<file path="src/rtl/video_timing_gen.sv">
// Runtime-programmable raster timing generator with a pending/active timing shadow applied at frame wrap.
// Optional line interrupt is built when VT_LINE_IRQ_EN is defined.
module video_timing_gen #(
    parameter int unsigned     HW         = 9,
    parameter int unsigned     VW         = 9,
    parameter logic [HW-1:0]   HTOTAL_DEF = 383,
    parameter logic [HW-1:0]   HBS_DEF    = 255,
    parameter logic [HW-1:0]   HBE_DEF    = 383,
    parameter logic [HW-1:0]   HSS_DEF    = 296,
    parameter logic [HW-1:0]   HSE_DEF    = 321,
    parameter logic [VW-1:0]   VTOTAL_DEF = 262,
    parameter logic [VW-1:0]   VBS_DEF    = 240,
    parameter logic [VW-1:0]   VBE_DEF    = 16,
    parameter logic [VW-1:0]   VSS_DEF    = 253,
    parameter logic [VW-1:0]   VSE_DEF    = 261,
    parameter bit              HS_POL     = 1'b1,
    parameter bit              VS_POL     = 1'b1
) (
    input  logic          clk,
    input  logic          reset,
    input  logic          ce_pix,
    input  logic          cfg_wr,
    input  logic [HW-1:0] cfg_htotal,
    input  logic [HW-1:0] cfg_hbs,
    input  logic [HW-1:0] cfg_hbe,
    input  logic [HW-1:0] cfg_hss,
    input  logic [HW-1:0] cfg_hse,
    input  logic [VW-1:0] cfg_vtotal,
    input  logic [VW-1:0] cfg_vbs,
    input  logic [VW-1:0] cfg_vbe,
    input  logic [VW-1:0] cfg_vss,
    input  logic [VW-1:0] cfg_vse,
`ifdef VT_LINE_IRQ_EN
    input  logic [VW-1:0] irq_line,
    input  logic          irq_ack,
    output logic          irq,
`endif
    output logic          cfg_pending,
    output logic [HW-1:0] hc,
    output logic [VW-1:0] vc,
    output logic          hbl,
    output logic          vbl,
    output logic          hsync,
    output logic          vsync,
    output logic          de,
    output logic          line_start,
    output logic          frame_start
);

    typedef struct packed {
        logic [HW-1:0] htotal;
        logic [HW-1:0] hbs;
        logic [HW-1:0] hbe;
        logic [HW-1:0] hss;
        logic [HW-1:0] hse;
        logic [VW-1:0] vtotal;
        logic [VW-1:0] vbs;
        logic [VW-1:0] vbe;
        logic [VW-1:0] vss;
        logic [VW-1:0] vse;
    } timing_t;

    localparam timing_t TIMING_DEF = '{HTOTAL_DEF, HBS_DEF, HBE_DEF, HSS_DEF, HSE_DEF,
                                       VTOTAL_DEF, VBS_DEF, VBE_DEF, VSS_DEF, VSE_DEF};

    timing_t       act_q, act_d, pend_q, pend_d, cfg_in;
    logic          pending_q, pending_d;
    logic [HW-1:0] hc_q, hc_d;
    logic [VW-1:0] vc_q, vc_d, vc_next;
    logic          hbl_q, hbl_d, vbl_q, vbl_d, hs_q, hs_d, vs_q, vs_d;
    logic          ls_q, ls_d, fs_q, fs_d;
    logic          h_wrap, f_wrap;

    // Start has priority over end, so equal values latch the flag on.
    function automatic logic flag_next(input logic cur, input logic set, input logic clr);
        return set ? 1'b1 : (clr ? 1'b0 : cur);
    endfunction

    always_comb begin
        cfg_in  = '{cfg_htotal, cfg_hbs, cfg_hbe, cfg_hss, cfg_hse,
                    cfg_vtotal, cfg_vbs, cfg_vbe, cfg_vss, cfg_vse};
        h_wrap  = (hc_q == act_q.htotal);
        f_wrap  = h_wrap && (vc_q == act_q.vtotal);
        vc_next = f_wrap ? '0 : vc_q + 1'b1;

        act_d     = act_q;
        pend_d    = pend_q;
        pending_d = pending_q;
        hc_d      = hc_q;
        vc_d      = vc_q;
        hbl_d     = hbl_q;
        vbl_d     = vbl_q;
        hs_d      = hs_q;
        vs_d      = vs_q;
        ls_d      = 1'b0;
        fs_d      = 1'b0;

        if (ce_pix) begin
            hc_d  = h_wrap ? '0 : hc_q + 1'b1;
            if (h_wrap) vc_d = vc_next;
            hbl_d = flag_next(hbl_q, hc_q == act_q.hbs, hc_q == act_q.hbe);
            hs_d  = flag_next(hs_q,  hc_q == act_q.hss, hc_q == act_q.hse);
            vbl_d = flag_next(vbl_q, vc_q == act_q.vbs, vc_q == act_q.vbe);
            vs_d  = flag_next(vs_q,  vc_q == act_q.vss, vc_q == act_q.vse);
            ls_d  = h_wrap;
            fs_d  = f_wrap;
            if (f_wrap && pending_q) begin
                act_d     = pend_q;
                pending_d = 1'b0;
            end
        end

        // A write on the apply clock is captured after the old pending set was consumed.
        if (cfg_wr) begin
            pend_d    = cfg_in;
            pending_d = 1'b1;
        end
    end

    always_ff @(posedge clk) begin
        if (!reset) begin
            act_q     <= TIMING_DEF;
            pend_q    <= TIMING_DEF;
            pending_q <= 1'b0;
            hc_q      <= '0;
            vc_q      <= '0;
            hbl_q     <= 1'b0;
            vbl_q     <= 1'b0;
            hs_q      <= 1'b0;
            vs_q      <= 1'b0;
            ls_q      <= 1'b0;
            fs_q      <= 1'b0;
        end else begin
            act_q     <= act_d;
            pend_q    <= pend_d;
            pending_q <= pending_d;
            hc_q      <= hc_d;
            vc_q      <= vc_d;
            hbl_q     <= hbl_d;
            vbl_q     <= vbl_d;
            hs_q      <= hs_d;
            vs_q      <= vs_d;
            ls_q      <= ls_d;
            fs_q      <= fs_d;
        end
    end

`ifdef VT_LINE_IRQ_EN
    logic irq_q, irq_d;

    always_comb begin
        irq_d = irq_q;
        if (irq_ack) irq_d = 1'b0;
        if (ce_pix && h_wrap && (vc_next == irq_line)) irq_d = 1'b1;
    end

    always_ff @(posedge clk) begin
        if (!reset) irq_q <= 1'b0;
        else        irq_q <= irq_d;
    end

    assign irq = irq_q;
`endif

    assign cfg_pending = pending_q;
    assign hc          = hc_q;
    assign vc          = vc_q;
    assign hbl         = hbl_q;
    assign vbl         = vbl_q;
    assign hsync       = HS_POL ? hs_q : ~hs_q;
    assign vsync       = VS_POL ? vs_q : ~vs_q;
    assign de          = ~hbl_q & ~vbl_q;
    assign line_start  = ls_q;
    assign frame_start = fs_q;

endmodule

</file>
<file path="config.mk">
export PLATFORM = sky130hd
export DESIGN_NAME = video_timing_gen
export DESIGN_NICKNAME = d
export VERILOG_FILES = /design/src/rtl/video_timing_gen.sv
export SDC_FILE = /design/constraint.sdc
export NUM_CORES = 1
export LEC_CHECK = 0
export BUFFER_PORTS_ARGS = -buffer_cell sky130_fd_sc_hd__buf_2
export CAP_MARGIN = 20
export CORE_UTILIZATION = 59
export CTS_BUF_LIST = sky130_fd_sc_hd__clkbuf_4 sky130_fd_sc_hd__clkbuf_8
export CTS_CLUSTER_DIAMETER = 30
export DETAILED_ROUTE_END_ITERATION = 8
export GPL_TIMING_DRIVEN = 0
export PLACE_DENSITY = 0.93
export SYNTH_ARGS = -nofsm -noshare
export SYNTH_HDL_FRONTEND = slang
export SYNTH_SLANG_ARGS = --single-unit
export TNS_END_PERCENT = 100
</file>
<file path="constraint.sdc">
create_clock -name clk -period 2.59 [get_ports clk]
set_input_delay 0.1295 -clock clk [delete_from_list [all_inputs] [get_ports clk]]
set_output_delay 0.1295 -clock clk [all_outputs]
set_load 0.01 [all_outputs]
</file>
## After elaboration in Yosys (flattened, before gate mapping)

Cells that the tools add are included.
Widths: inputs -> output; s select.

| cells by class | value |
|---|---|
| eq/ne operators | 10 |
| reductions and logical operators | 16 |
| $add $sub $neg | 2 |
| bitwise logic cells | 3 |
| mux-type cells | 13 |

Operators by type and width:

| cell | number |
|---|---|
| $eq 9x9->1 | 10 |
| $add 9x1->9 const B | 2 |
| $mux 9 | 2 |
| $reduce_and 2->1 | 8 |
| $reduce_bool 2->1 | 6 |
| $mux 1 | 11 |
| $logic_and 1x1->1 | 2 |
| $not 1->1 | 2 |
| $and 1x1->1 | 1 |

| word-level totals | value |
|---|---|
| bits in registers | 205 |
| input bits | 94 |
| logic and storage cells | 73 |
| output and inout bits | 26 |

## Logic depth before layout (Yosys ltp)

Gate-level depths: netlist of run 1.

| depth | value |
|---|---|
| depth in word-level cells | 6 |
| depth in mapped cells | 9 |
| mapped depth without buffers | 6 |

## Worst setup path after synthesis of run 1

No wires, ideal clock.

| timing path | value |
|---|---|
| path kind | flip-flop to flip-flop |
| start | reg hc_q[7] (netlist: hc[7]) |
| end | reg vc_q[6] (netlist: vc[6]) |
| path slack | 0.659 ns |
| stages on the path, launching flop included | 8 |
| data arrival time | 1.857 ns |
| period minus slack after synthesis | 1.931 ns |
| buffers on the path | 2 |
| path through | dfxtp_1 -> clkbuf_1 -> xor2_1 -> nor2_1 -> nand3_2 -> buf_6 -> or4_1 -> a31oi_1 |

| on the way | value |
|---|---|
| cells in the longest elaborated chain, start to end | 3 |
| elaborated cells on any way between the ends | 4 |
| those cells by class | 1 x eq/ne; 1 x mux; 2 x reduce/logical |

RTL lines:

| what | line | source |
|---|---|---|
| from (decl) | 68 | `logic [HW-1:0] hc_q, hc_d;` |
| from (signal assigned) | 125 | `hc_q <= '0;` |
| from (signal assigned) | 137 | `hc_q <= hc_d;` |
| $eq 9x9->1 * | 82 | `h_wrap = (hc_q == act_q.htotal);` |
| $logic_and 1x1->1 | 83 | `f_wrap = h_wrap && (vc_q == act_q.vtotal);` |
| $mux 9 | 84 | `vc_next = f_wrap ? '0 : vc_q + 1'b1;` |
| to (signal assigned) | 138 | `vc_q <= vc_d;` |
| to (decl) | 69 | `logic [VW-1:0] vc_q, vc_d, vc_next;` |

Mark *: on every way between the ends. The rest lies on a longest branch, timed or not.
A chain may end at the register's enable or synchronous reset.

## Final worst setup path of run 1

| timing path | value |
|---|---|
| start | reg hc_q[0] (netlist: hc[0]) |
| end | reg act_q[57] (netlist bit) |

| on the way | value |
|---|---|
| cells in the longest elaborated chain, start to end | 4 |

RTL lines:

| what | line | source |
|---|---|---|
| $eq 9x9->1 | 82 |  |
| $logic_and 1x1->1 | 83 |  |
| $logic_and 1x1->1 | 107 | `if (f_wrap && pending_q) begin` |
| $reduce_and 2->1 (no line) | - |  |
| to (signal assigned) | 134 | `act_q <= act_d;` |
| to (decl) | 66 | `timing_t act_q, act_d, pend_q, pend_d, cfg_in;` |

Every way passes these cells.

==> results_tabular.tex, run 1 <==
\begin{tabular}{lr}
\hline
Metric & Value \\
\hline
\multicolumn{2}{l}{\textbf{Detailed routing}} \\
\quad Via total after detailed routing & 8324 \\
\quad Average wire per cell in the routed design & 18.6 um \\
\quad Initial DRT Pass Iterations & 7 \\
\quad Number of vias per cell after detailed routing & 5.86 \\
\quad Post-DRT Antenna Nets & 0 \\
\quad Number of DRC violations after detailed routing & 0 \\
\quad First-iteration detailed-routing DRC count & 993 \\
\quad Final WL & 26.4 mm \\
\multicolumn{2}{l}{\textbf{STA}} \\
\quad Slew margin rel. & 0.430 \\
\quad Tcrit/Tclk final & 0.956 \\
\quad Number of max-slew violations in the final report & 0 \\
\quad Fin Setup TNS & 0 ps \\
\quad Setup repair after global routing missed its margin & false \\
\quad Fmax & 404 MHz \\
\quad Hold violation total from the final report & 0 \\
\quad Setup ws final & 115 ps \\
\quad Transition time of the tightest slew-check pin & 855 ps \\
\quad Clock Skews & 34.3 ps \\
\quad Post-route minimum period & 2470 ps \\
\quad Total of endpoints with negative setup slack in the final report & 0 \\
\multicolumn{2}{l}{\textbf{Clocking}} \\
\quad Clock buffers created by TritonCTS & 38 \\
\quad Clock root cell & sky130\_fd\_sc\_hd\_\_clkbuf\_8 \\
\quad Clock edge transition at the registers on the reported setup and hold paths & 60 ps \\
\quad Skew-Pair Late Insertion Delay & 540 ps \\
\quad Number of buffers on the longest clock path & 3 \\
\quad Clock tree from TritonCTS & done \\
\quad H-Tree Depth & 2 \\
\quad Sink count of the clock tree & 205 \\
\multicolumn{2}{l}{\textbf{Worst hold path}} \\
\quad Worst hold stages & 3 \\
\quad Path type of the worst min-delay path & in2reg \\
\quad Hold Startpoint & cfg\_wr \\
\multicolumn{2}{l}{\textbf{Setup path}} \\
\quad Launch point of the worst path & hc[0] \\
\quad Required @ worst endpoint & 3050 ps \\
\quad Data arrival, critical path & 2940 ps \\
\quad Crit path capture type & flip-flop \\
\quad Cells on worst reg2reg path & 8 \\
\quad Category of the most critical setup path & reg2reg \\
\quad Critical Path Start Type & flip-flop \\
\quad Origin of the critical flop-to-flop path & hc[0] \\
\quad Critical path fanouts, max & 10 \\
\multicolumn{2}{l}{\textbf{Place}} \\
\quad RD Place Congestion & 0.917 \\
\quad Post-detailed-placement half-perimeter wirelength & 16.0 mm \\
\quad Count of input and output buffers & 117 \\
\quad Pre-CTS setup slack & 191 ps \\
\multicolumn{2}{l}{\textbf{Global routing}} \\
\quad Via count of the first global-routing pass & 8397 \\
\quad Wire length of the first global-routing pass & 41.1 mm \\
\quad Pin count of the biggest net entering global routing & 11 \\
\quad Number of antenna violations at the first check in global routing & 0 \\
\quad Total global routing track utilization & 0.351 \\
\quad Global route overflow & 0 \\
\multicolumn{2}{l}{\textbf{Die}} \\
\quad Area of the core region & 14100 sq um \\
\quad Std cell rows & 43 \\
\quad DIE AREA & 15100 sq um \\
\quad Die outline width & 123 um \\
\quad Number of primary I/O pins & 120 \\
\quad Vert. Die Dim & 123 um \\
\quad Initial core utilization & 0.613 \\
\multicolumn{2}{l}{\textbf{Synthesis}} \\
\quad Synthesis-stage register bit count & 205 \\
\quad Post-synthesis sequential area ratio & 0.475 \\
\quad Post-Synthesis Mean Instance Area & 8.99 sq um \\
\quad Yosys warning count & 0 \\
\quad Post-synthesis instance area & 8640 sq um \\
\quad Post-Syn Instances & 961 \\
\quad Number of distinct library cells after synthesis & 33 \\
\quad Nets in the synthesized netlist & 1057 \\
\multicolumn{2}{l}{\textbf{Power}} \\
\quad IR drop worst, VDD & 0.507 mV \\
\quad Power Dens Cells & 675 nW/um\^{}2 \\
\quad Static power due to leakage & 4.72 nW \\
\quad Overall Power & 7.63 mW \\
\multicolumn{2}{l}{\textbf{Final layout}} \\
\quad Syn-to-layout area delta & 30.7\% \\
\quad Antenna diodes & 0 \\
\quad Final Util & 0.801 \\
\quad \# nets final & 1307 \\
\quad Share of layout cells above drive strength 1 & 0.182 \\
\multicolumn{2}{l}{\textbf{Outcome}} \\
\quad Run status & complete, no violations \\
\multicolumn{2}{l}{\textbf{Run}} \\
\quad Max-cap violations & 0 \\
\hline
\end{tabular}
==> worst max-delay path: stages, from the launching register on <==
cell and delay, ps:
sky130_fd_sc_hd__dfxtp_1 370, sky130_fd_sc_hd__buf_2 290, sky130_fd_sc_hd__xnor2_1 170, sky130_fd_sc_hd__and4_1 300, sky130_fd_sc_hd__and4_1 220, sky130_fd_sc_hd__buf_2 260
sky130_fd_sc_hd__clkbuf_1 470, sky130_fd_sc_hd__nand3_1 200, sky130_fd_sc_hd__nand3_1 140
==> kinds of logic (layout without fill, tap and decap cells) <==
group                    after synthesis  after routing  share of synthesized area
AND/OR/NAND/NOR                      317            317                      0.178
multiplexers                          91             91                      0.105
AO/OA/AOI/OAI                        153            153                     0.0902
flip-flops                           205            205                      0.475
adder cells (fa/ha/maj)                2              2                    0.00290
buffers and inverters                 95            374                     0.0484
XOR/XNOR                              98             98                      0.100
==> per-layer routing <==
layer  vias up  wire, um  GRT usage
met5         -         0          0
met4         0      1230      0.207
met3       114      2540     0.0863
met2       527     12700      0.601
met1      3853      9980      0.396
li1       3830         -          -
==> cells in the mapped netlist <==
master / number / share of area
sky130_fd_sc_hd__a21oi_1: 49 / 0.028
sky130_fd_sc_hd__a31oi_1: 7 / 0.0051
sky130_fd_sc_hd__and3_1: 3 / 0.0022
sky130_fd_sc_hd__and4_1: 3 / 0.0030
sky130_fd_sc_hd__buf_1: 11 / 0.0048
sky130_fd_sc_hd__buf_2: 25 / 0.014
sky130_fd_sc_hd__buf_4: 2 / 0.0017
sky130_fd_sc_hd__buf_6: 3 / 0.0039
sky130_fd_sc_hd__clkbuf_1: 52 / 0.023
sky130_fd_sc_hd__dfxtp_1: 205 / 0.47
sky130_fd_sc_hd__ha_1: 2 / 0.0029
sky130_fd_sc_hd__inv_1: 1 / 0.00043
sky130_fd_sc_hd__inv_2: 1 / 0.00043
sky130_fd_sc_hd__mux2i_1: 91 / 0.11
sky130_fd_sc_hd__nand2_1: 64 / 0.028
sky130_fd_sc_hd__nand3_1: 149 / 0.086
sky130_fd_sc_hd__nand3_2: 1 / 0.0012
sky130_fd_sc_hd__nand3b_1: 3 / 0.0026
sky130_fd_sc_hd__nand4_1: 14 / 0.010
sky130_fd_sc_hd__nor2_1: 54 / 0.023
sky130_fd_sc_hd__nor3_1: 4 / 0.0023
sky130_fd_sc_hd__nor4_1: 13 / 0.0094
sky130_fd_sc_hd__nor4_4: 1 / 0.0025
sky130_fd_sc_hd__o211ai_1: 2 / 0.0017
sky130_fd_sc_hd__o21ai_0: 95 / 0.055
sky130_fd_sc_hd__or2_2: 1 / 0.00072
sky130_fd_sc_hd__or3_1: 1 / 0.00072
sky130_fd_sc_hd__or3b_2: 1 / 0.0010
sky130_fd_sc_hd__or4_1: 4 / 0.0035
sky130_fd_sc_hd__or4b_1: 1 / 0.0012
sky130_fd_sc_hd__xnor2_1: 30 / 0.030
sky130_fd_sc_hd__xor2_1: 67 / 0.068
sky130_fd_sc_hd__xor2_2: 1 / 0.0019
==> registers in the layout, indices dropped and copies added (netlist names), 9 cells and up <==
| name | count |
|---|---|
| pend_q | 90 |
| act_q | 90 |
| vc | 9 |
| hc | 9 |
==> cells in the final DEF, fill, tap and decap left out, drive strengths merged <==
cell	instances
a31oi	7
nand3	150
or2	1
o21ai	95
ha	2
inv	3
mux2i	91
bufinv	5
or3	1
nand3b	3
dfxtp	205
clkinvlp	1
a21oi	49
xor2	68
xnor2	30
nor4	14
dlygate4sd3	91
nor2	54
nand2	64
nand4	14
buf	160
and3	3
or4b	1
o211ai	2
clkinv	7
and4	3
nor3	4
or4	4
clkbuf	107
or3b	1
==> path summary, 6_finish.rpt <==
path,endpoint,slack [ps]
max,act_q[57],120
min,pend_q[17],230
max reg2reg,act_q[57],120
min reg2reg,pend_q[72],470
==> power by group <==
| group | internal [mW] | leakage [nW] | switching (mW) |
|---|---|---|---|
| logic | 0.302 | 2.56 | 0.311 |
| clock network | 2.27 | 0.479 | 1.42 |
| registers | 3.25 | 1.67 | 0.0665 |
| total | 5.83 | 4.72 | 1.80 |
==> timing repair <==
| item | 4_1_cts | 5_1_grt |
|---|---|---|
| endpoints found under the setup margin | 0 | 26 |
| resized for setup | 0 | 5 |
| buffers inserted | 0 | 2 |
| hold endpoints to repair | 92 | 0 |
| hold buffers | 91 | 0 |
==> through the flow <==
| stage | cells | instance area [sq um] | hold slack [ps] |
|---|---|---|---|
| 2_1_floorplan | 961 | 8640 | 258 |
| 3_3_place_gp | 1258 | 9450 | 343 |
| 3_5_place_dp | 1258 | 9450 | 349 |
| 4_1_cts | 1418 | 11300 | 225 |
| 5_1_grt | 1420 | 11300 | 257 |
| 6_report | 1420 | 11300 | 234 |
==> final cells by class <==
type | count | area [sq um]
multi-input cells | 661 | 4120
flip-flops and latches | 205 | 4100
fillers | 796 | 2800
repair buffers | 210 | 1510
clock buffers | 55 | 707
plain buffers | 93 | 413
well taps | 180 | 225
clock inverters | 14 | 208
inverters | 2 | 7.51
(Power assumes the default switching activity.)
==> inputs of run 2 (changes only) <==
Settings changed: CORE_MARGIN set to 3, PLACE_DENSITY 0.93 to not set, PLACE_DENSITY_LB_ADDON set to 0.3.
==> results_tabular.tex, run 2 (synthesis results as in run 1) <==
\begin{tabular}{lr}
\hline
Metric & Value \\
\hline
\multicolumn{2}{l}{\textbf{Outcome}} \\
\quad Run status & complete, no violations \\
\multicolumn{2}{l}{\textbf{Final layout}} \\
\quad Most frequent cells in the layout & 205 x sky130\_fd\_sc\_hd\_\_dfxtp\_1, 149 x sky130\_fd\_sc\_hd\_\_nand3\_1, 142 x sky130\_fd\_sc\_hd\_\_buf\_2 \\
\quad Area of the multi-input gates & 4120 sq um \\
\quad Share of layout cells above drive strength 1 & 0.178 \\
\quad Syn-to-layout area delta & 29.7\% \\
\quad Final standard cell area without fillers & 11200 sq um \\
\quad Most frequent standard cell in the layout excluding fill and tap cells & sky130\_fd\_sc\_hd\_\_dfxtp\_1 \\
\quad FF+latch area & 4100 sq um \\
\quad Final cell count without fillers & 1415 \\
\quad \# nets final & 1307 \\
\quad Fill cell count & 951 \\
\quad Registers with the most flip-flops & act\_q (90), pend\_q (90) \\
\quad Antenna diodes & 0 \\
\multicolumn{2}{l}{\textbf{STA}} \\
\quad Post-route minimum period & 2400 ps \\
\quad Clock Skews & 24.5 ps \\
\quad Setup repair after global routing missed its margin & false \\
\quad Tcrit/Tclk final & 0.925 \\
\quad Fin Setup TNS & 0 ps \\
\quad Total of endpoints with negative setup slack in the final report & 0 \\
\quad Slew margin rel. & 0.398 \\
\quad Fmax & 418 MHz \\
\quad Number of max-slew violations in the final report & 0 \\
\quad Hold violation total from the final report & 0 \\
\quad Setup ws final & 195 ps \\
\quad Transition time of the tightest slew-check pin & 902 ps \\
\multicolumn{2}{l}{\textbf{Die}} \\
\quad Std cell rows & 43 \\
\quad Vert. Die Dim & 127 um \\
\quad Initial core utilization & 0.613 \\
\quad Area of the core region & 14100 sq um \\
\quad DIE AREA & 16100 sq um \\
\quad Number of primary I/O pins & 120 \\
\quad Die outline width & 127 um \\
\multicolumn{2}{l}{\textbf{Clocking}} \\
\quad Clock root cell & sky130\_fd\_sc\_hd\_\_clkbuf\_8 \\
\quad Clock buffers created by TritonCTS & 39 \\
\quad Clock tree from TritonCTS & done \\
\quad H-Tree Depth & 2 \\
\quad Number of buffers on the longest clock path & 3 \\
\quad Skew-Pair Late Insertion Delay & 540 ps \\
\quad Clock edge transition at the registers on the reported setup and hold paths & 60 ps \\
\quad Sink count of the clock tree & 205 \\
\multicolumn{2}{l}{\textbf{Setup path}} \\
\quad Crit-path cells & clkbuf\_1 > xor2\_1 > nor2\_1 > and4\_1 > buf\_2 > clkbuf\_1 > nand3\_1 > a21oi\_1 \\
\quad Data arrival, critical path & 2840 ps \\
\quad Most common cell on crit path & sky130\_fd\_sc\_hd\_\_clkbuf\_1 \\
\quad Category of the most critical setup path & reg2reg \\
\quad Required @ worst endpoint & 3040 ps \\
\quad Max stage delay cell, worst path & sky130\_fd\_sc\_hd\_\_clkbuf\_1 \\
\quad Delay of the slowest cell on the worst path & 420 ps \\
\quad Crit path capture type & flip-flop \\
\quad Critical path fanouts, max & 10 \\
\quad Critical Path Start Type & flip-flop \\
\multicolumn{2}{l}{\textbf{Detailed routing}} \\
\quad Initial DRT Pass Iterations & 5 \\
\quad Number of vias per cell after detailed routing & 5.64 \\
\quad Final WL & 24.7 mm \\
\quad First-iteration detailed-routing DRC count & 558 \\
\quad Via total after detailed routing & 7986 \\
\quad Average wire per cell in the routed design & 17.5 um \\
\quad Number of DRC violations after detailed routing & 0 \\
\quad Post-DRT Antenna Nets & 0 \\
\multicolumn{2}{l}{\textbf{Power}} \\
\quad IR drop worst, VDD & 0.455 mV \\
\quad Power Dens Cells & 656 nW/um\^{}2 \\
\quad Static power due to leakage & 4.66 nW \\
\quad Overall Power & 7.35 mW \\
\multicolumn{2}{l}{\textbf{Global routing}} \\
\quad Wire length of the first global-routing pass & 39.8 mm \\
\quad Pin count of the biggest net entering global routing & 11 \\
\quad Global route overflow & 0 \\
\quad Total global routing track utilization & 0.302 \\
\quad Number of antenna violations at the first check in global routing & 0 \\
\quad Via count of the first global-routing pass & 8051 \\
\multicolumn{2}{l}{\textbf{Worst hold path}} \\
\quad Path type of the worst min-delay path & in2reg \\
\multicolumn{2}{l}{\textbf{Place}} \\
\quad Count of input and output buffers & 117 \\
\quad Standard cell area after detailed placement & 9450 sq um \\
\quad Placed insts & 1258 \\
\quad Pre-CTS setup slack & 251 ps \\
\quad RD Place Congestion & 0.889 \\
\quad Post-detailed-placement half-perimeter wirelength & 15.8 mm \\
\multicolumn{2}{l}{\textbf{Run}} \\
\quad Max-cap violations & 0 \\
\hline
\end{tabular}
## run 2: area by class of cell
cell class	count	share of cell area
Multi-Input combinational cell	661	0.367
Sequential cell	205	0.366
Timing Repair Buffer	209	0.134
Clock buffer	51	0.0582
Buffer	93	0.0367
Tap cell	180	0.0201
Clock inverter	14	0.0165
Inverter	2	0.000670
## run 2: final timing paths
kind                   start          to  slack [ps]  cells past startpoint
setup reg to reg       hc[7]   act_q[52]         190                      8
hold / removal         reset  pend_q[16]         260                      3
setup / recovery       hc[7]   act_q[52]         190                      8
hold reg to reg   pend_q[55]   act_q[55]         460                      2
## run 2: what timing repair did
item,in CTS,in global routing
setup endpoints to repair,0,6
hold buffers,91,0
hold endpoints to repair,92,0
buffers inserted,0,1
resized for setup,0,2
## run 2: routing by layer
metal	vias to the layer above	track usage	routed length, um
met4	0	0.125	780
met2	353	0.500	11600
met5	-	0	0
met3	66	0.0556	1930
li1	3838	-	-
met1	3729	0.392	10400
## run 2: power breakdown
part	internal (mW)	total, mW	switching, mW
registers	3.25	3.32	0.0644
clock network	2.04	3.43	1.38
logic	0.302	0.603	0.301
total	5.60	7.35	1.75
## run 2: critical path: cells and delay by family, from the launching register on
kind / cells / cell delay [ps]
xor+xnor: 1 / 130
compound gates: 1 / 180
flops: 1 / 330
buf+inv: 3 / 1070
simple gates: 3 / 620
## run 2: through the flow
stage / util / hold slack (ps)
2_1_floorplan: - / 258
3_3_place_gp: 0.671 / 343
3_5_place_dp: 0.671 / 349
4_1_cts: 0.795 / 221
5_1_grt: 0.795 / 267
6_report: 0.795 / 258
==> inputs of run 3 (changes only) <==
Settings changed: ABC_AREA set to 1, CORE_UTILIZATION 59 to 60, SLEW_MARGIN set to 30.
==> results_tabular.tex, run 3 <==
\begin{tabular}{lr}
\hline
Metric & Value \\
\hline
\multicolumn{2}{l}{\textbf{Outcome}} \\
\quad Run status & complete, no violations \\
\multicolumn{2}{l}{\textbf{STA}} \\
\quad Post-route minimum period & 2220 ps \\
\quad Total of endpoints with negative setup slack in the final report & 0 \\
\quad Tcrit/Tclk final & 0.857 \\
\quad Transition time of the tightest slew-check pin & 718 ps \\
\quad Setup ws final & 371 ps \\
\quad Number of max-slew violations in the final report & 0 \\
\quad Fin Setup TNS & 0 ps \\
\quad Clock Skews & 24.9 ps \\
\quad Smallest hold slack & 74.2 ps \\
\quad Slew margin rel. & 0.521 \\
\quad Setup repair after global routing missed its margin & false \\
\quad Fmax & 451 MHz \\
\quad Hold violation total from the final report & 0 \\
\multicolumn{2}{l}{\textbf{Clocking}} \\
\quad CTS hold repair buffers & 91 \\
\quad Skew-Pair Late Insertion Delay & 550 ps \\
\quad Number of buffers on the longest clock path & 3 \\
\quad Sink count of the clock tree & 205 \\
\quad Clock buffers created by TritonCTS & 41 \\
\quad Clock edge transition at the registers on the reported setup and hold paths & 50 ps \\
\quad Number of gates resized after CTS & 0 \\
\quad Clock tree from TritonCTS & done \\
\quad H-Tree Depth & 2 \\
\quad Number of setup buffers added after CTS & 0 \\
\quad Clock root cell & sky130\_fd\_sc\_hd\_\_clkbuf\_8 \\
\multicolumn{2}{l}{\textbf{Die}} \\
\quad Area of the core region & 14100 sq um \\
\quad Vert. Die Dim & 127 um \\
\quad Std cell rows & 43 \\
\quad DIE AREA & 16200 sq um \\
\quad Die outline width & 127 um \\
\quad Number of primary I/O pins & 120 \\
\quad Initial core utilization & 0.624 \\
\multicolumn{2}{l}{\textbf{Final layout}} \\
\quad Final cell count without fillers & 1726 \\
\quad Syn-to-layout area delta & 30.4\% \\
\quad Registers with the most flip-flops & act\_q (90), pend\_q (90) \\
\quad Share of layout cells above drive strength 1 & 0.162 \\
\quad Final standard cell area without fillers & 11500 sq um \\
\quad \# nets final & 1610 \\
\quad Most frequent standard cell in the layout excluding fill and tap cells & sky130\_fd\_sc\_hd\_\_nand2\_1 \\
\quad Most frequent cells in the layout & 350 x sky130\_fd\_sc\_hd\_\_nand2\_1, 205 x sky130\_fd\_sc\_hd\_\_dfxtp\_1, 185 x sky130\_fd\_sc\_hd\_\_nor2\_1 \\
\quad Fill cell count & 929 \\
\quad Final Util & 0.814 \\
\multicolumn{2}{l}{\textbf{Setup path}} \\
\quad Critical path fanouts, max & 10 \\
\quad Data arrival, critical path & 2630 ps \\
\quad Category of the most critical setup path & reg2reg \\
\quad Origin of the critical flop-to-flop path & vc[1] \\
\quad Setup slack on the worst flop-to-flop path & 370 ps \\
\quad Crit path capture type & flip-flop \\
\quad Critical Path Start Type & flip-flop \\
\quad Cells on worst reg2reg path & 10 \\
\quad FF-to-FF End & act\_q[55] \\
\quad Required @ worst endpoint & 3000 ps \\
\multicolumn{2}{l}{\textbf{Synthesis}} \\
\quad Synthesis-stage register bit count & 205 \\
\quad Post-synth top area share & 0.465 \\
\quad Post-synthesis share of cell area spent on full adders, half adders and majority gates & 0.00283 \\
\quad Post-synthesis compound-gate area fraction & 0.0728 \\
\quad Yosys warning count & 0 \\
\quad Largest cells by area after synthesis & sky130\_fd\_sc\_hd\_\_dfxtp\_1 46\%, sky130\_fd\_sc\_hd\_\_nand2\_1 15\%, sky130\_fd\_sc\_hd\_\_nand3\_1 9.1\% \\
\quad Largest family of logic cells by synthesized area & simple AND/OR/NAND/NOR gates \\
\quad Number of flops mapped to enable cells by yosys & 0 \\
\quad Nets in the synthesized netlist & 1358 \\
\quad Leading cell types by count after synthesis & 350 x sky130\_fd\_sc\_hd\_\_nand2\_1, 205 x sky130\_fd\_sc\_hd\_\_dfxtp\_1, 185 x sky130\_fd\_sc\_hd\_\_nor2\_1 \\
\quad Post-synthesis instance area & 8830 sq um \\
\quad Most repeated cell in the gate-level netlist after synthesis & sky130\_fd\_sc\_hd\_\_nand2\_1 \\
\quad Proportion of synthesized area in mux cells & 0 \\
\quad Synth area leader & sky130\_fd\_sc\_hd\_\_dfxtp\_1 \\
\quad Number of distinct library cells after synthesis & 32 \\
\quad Post-synthesis sequential area ratio & 0.465 \\
\quad Post-Syn Instances & 1262 \\
\quad Area fraction in and, or, nand and nor cells after synthesis & 0.350 \\
\quad Post-synth top flop & sky130\_fd\_sc\_hd\_\_dfxtp\_1 \\
\quad Post-Synthesis Mean Instance Area & 7.00 sq um \\
\quad Proportion of synthesized flip-flops having asynchronous set or reset & 0 \\
\quad Xor/xnor cell area share of the yosys netlist & 0.0268 \\
\multicolumn{2}{l}{\textbf{Detailed routing}} \\
\quad Post-DRT Antenna Nets & 0 \\
\quad Average wire per cell in the routed design & 17.1 um \\
\quad Number of vias per cell after detailed routing & 5.54 \\
\quad Via total after detailed routing & 9561 \\
\quad Initial DRT Pass Iterations & 6 \\
\quad First-iteration detailed-routing DRC count & 1047 \\
\quad Final WL & 29.6 mm \\
\quad Number of DRC violations after detailed routing & 0 \\
\multicolumn{2}{l}{\textbf{Power}} \\
\quad Clock power frac & 0.498 \\
\quad Overall Power & 7.64 mW \\
\quad IR drop worst, VDD & 0.600 mV \\
\quad Net switching share of the total power & 0.240 \\
\quad Sequential fraction of design power & 0.435 \\
\quad Combinational cell fraction of total power & 0.067 \\
\quad Reported net switching power & 1.84 mW \\
\quad Pint & 5.81 mW \\
\quad Power Dens Cells & 664 nW/um\^{}2 \\
\quad Static power due to leakage & 5.69 nW \\
\multicolumn{2}{l}{\textbf{Place}} \\
\quad Standard cell area after detailed placement & 9650 sq um \\
\quad RD Place Congestion & 0.964 \\
\quad Count of input and output buffers & 118 \\
\quad Pre-CTS setup slack & 483 ps \\
\quad Post-detailed-placement half-perimeter wirelength & 18.8 mm \\
\quad Placed insts & 1560 \\
\multicolumn{2}{l}{\textbf{Worst hold path}} \\
\quad Worst Hold Path EP & hbl \\
\quad Hold Startpoint & reset \\
\quad Path type of the worst min-delay path & in2reg \\
\quad Worst hold stages & 3 \\
\multicolumn{2}{l}{\textbf{Global routing}} \\
\quad Pin count of the biggest net entering global routing & 12 \\
\quad Number of antenna violations at the first check in global routing & 0 \\
\quad Wire length of the first global-routing pass & 46.7 mm \\
\quad Total global routing track utilization & 0.362 \\
\quad Global route overflow & 0 \\
\quad Via count of the first global-routing pass & 9161 \\
\multicolumn{2}{l}{\textbf{Run}} \\
\quad Max-cap violations & 0 \\
\hline
\end{tabular}
==> run 3: cell type report <==
| type | instances | area (sq um) | share of cell area |
|---|---|---|---|
| Antenna cell | 1 | 2.50 | 0.000217 |
| Inverter | 94 | 353 | 0.0306 |
| Clock buffer | 56 | 714 | 0.0620 |
| Buffer | 74 | 377 | 0.0327 |
| Multi-Input combinational cell | 889 | 4000 | 0.347 |
| Clock inverter | 18 | 243 | 0.0211 |
| Tap cell | 180 | 225 | 0.0196 |
| Timing Repair Buffer | 209 | 1500 | 0.130 |
| Sequential cell | 205 | 4100 | 0.356 |
==> run 3: cells by family after synthesis <==
kind of cell,after synthesis
xor gates and xnor gates,27
AOI/OAI and AO/OA,124
buffers and inverters,168
DFF,205
and+or+nand+nor,736
adders and majority gates,2
==> run 3: power groups by stage <==
| stage | Combinational (mW) | Sequential (mW) | Clock (mW) |
|---|---|---|---|
| finish | 0.513 | 3.33 | 3.81 |
| global route | 0.562 | 3.33 | 3.96 |
| CTS | 0.483 | 3.32 | 3.79 |
| detailed placement | 0.374 | 3.38 | 0 |
| global placement | 0.367 | 3.38 | 0 |
| floorplan | 0.221 | 3.36 | 0 |
==> run 3: worst max path at each step <==
stage                 to  start  slack (ps)  depth (start not counted)
2_1_floorplan  act_q[81]  hc[0]         850                         12
3_3_place_gp    act_q[1]  hc[6]         470                         10
3_5_place_dp   act_q[55]  vc[1]         480                         10
4_1_cts        act_q[55]  vc[1]         460                         10
5_1_grt        act_q[55]  hc[2]         240                         10
6_report       act_q[55]  vc[1]         370                         10
==> run 3: worst max-delay path, stage by stage, from the launching register on <==
cell                       delay (ps)
sky130_fd_sc_hd__dfxtp_1          540
sky130_fd_sc_hd__inv_2            170
sky130_fd_sc_hd__nand2_1           90
sky130_fd_sc_hd__nand2_1           50
sky130_fd_sc_hd__nor2_1           130
sky130_fd_sc_hd__nand3_2          130
sky130_fd_sc_hd__nor2_4           250
sky130_fd_sc_hd__nand3_2          160
sky130_fd_sc_hd__clkbuf_1         270
sky130_fd_sc_hd__nor2_1           240
sky130_fd_sc_hd__nor2_1            80
==> run 3: layer usage <==
layer  track usage  up-vias  share of wire
met3        0.0631       80           0.10
met5             0        -              0
met1         0.490     4386           0.42
met2         0.587      560           0.45
met4         0.124        0          0.030
li1              -     4535              -
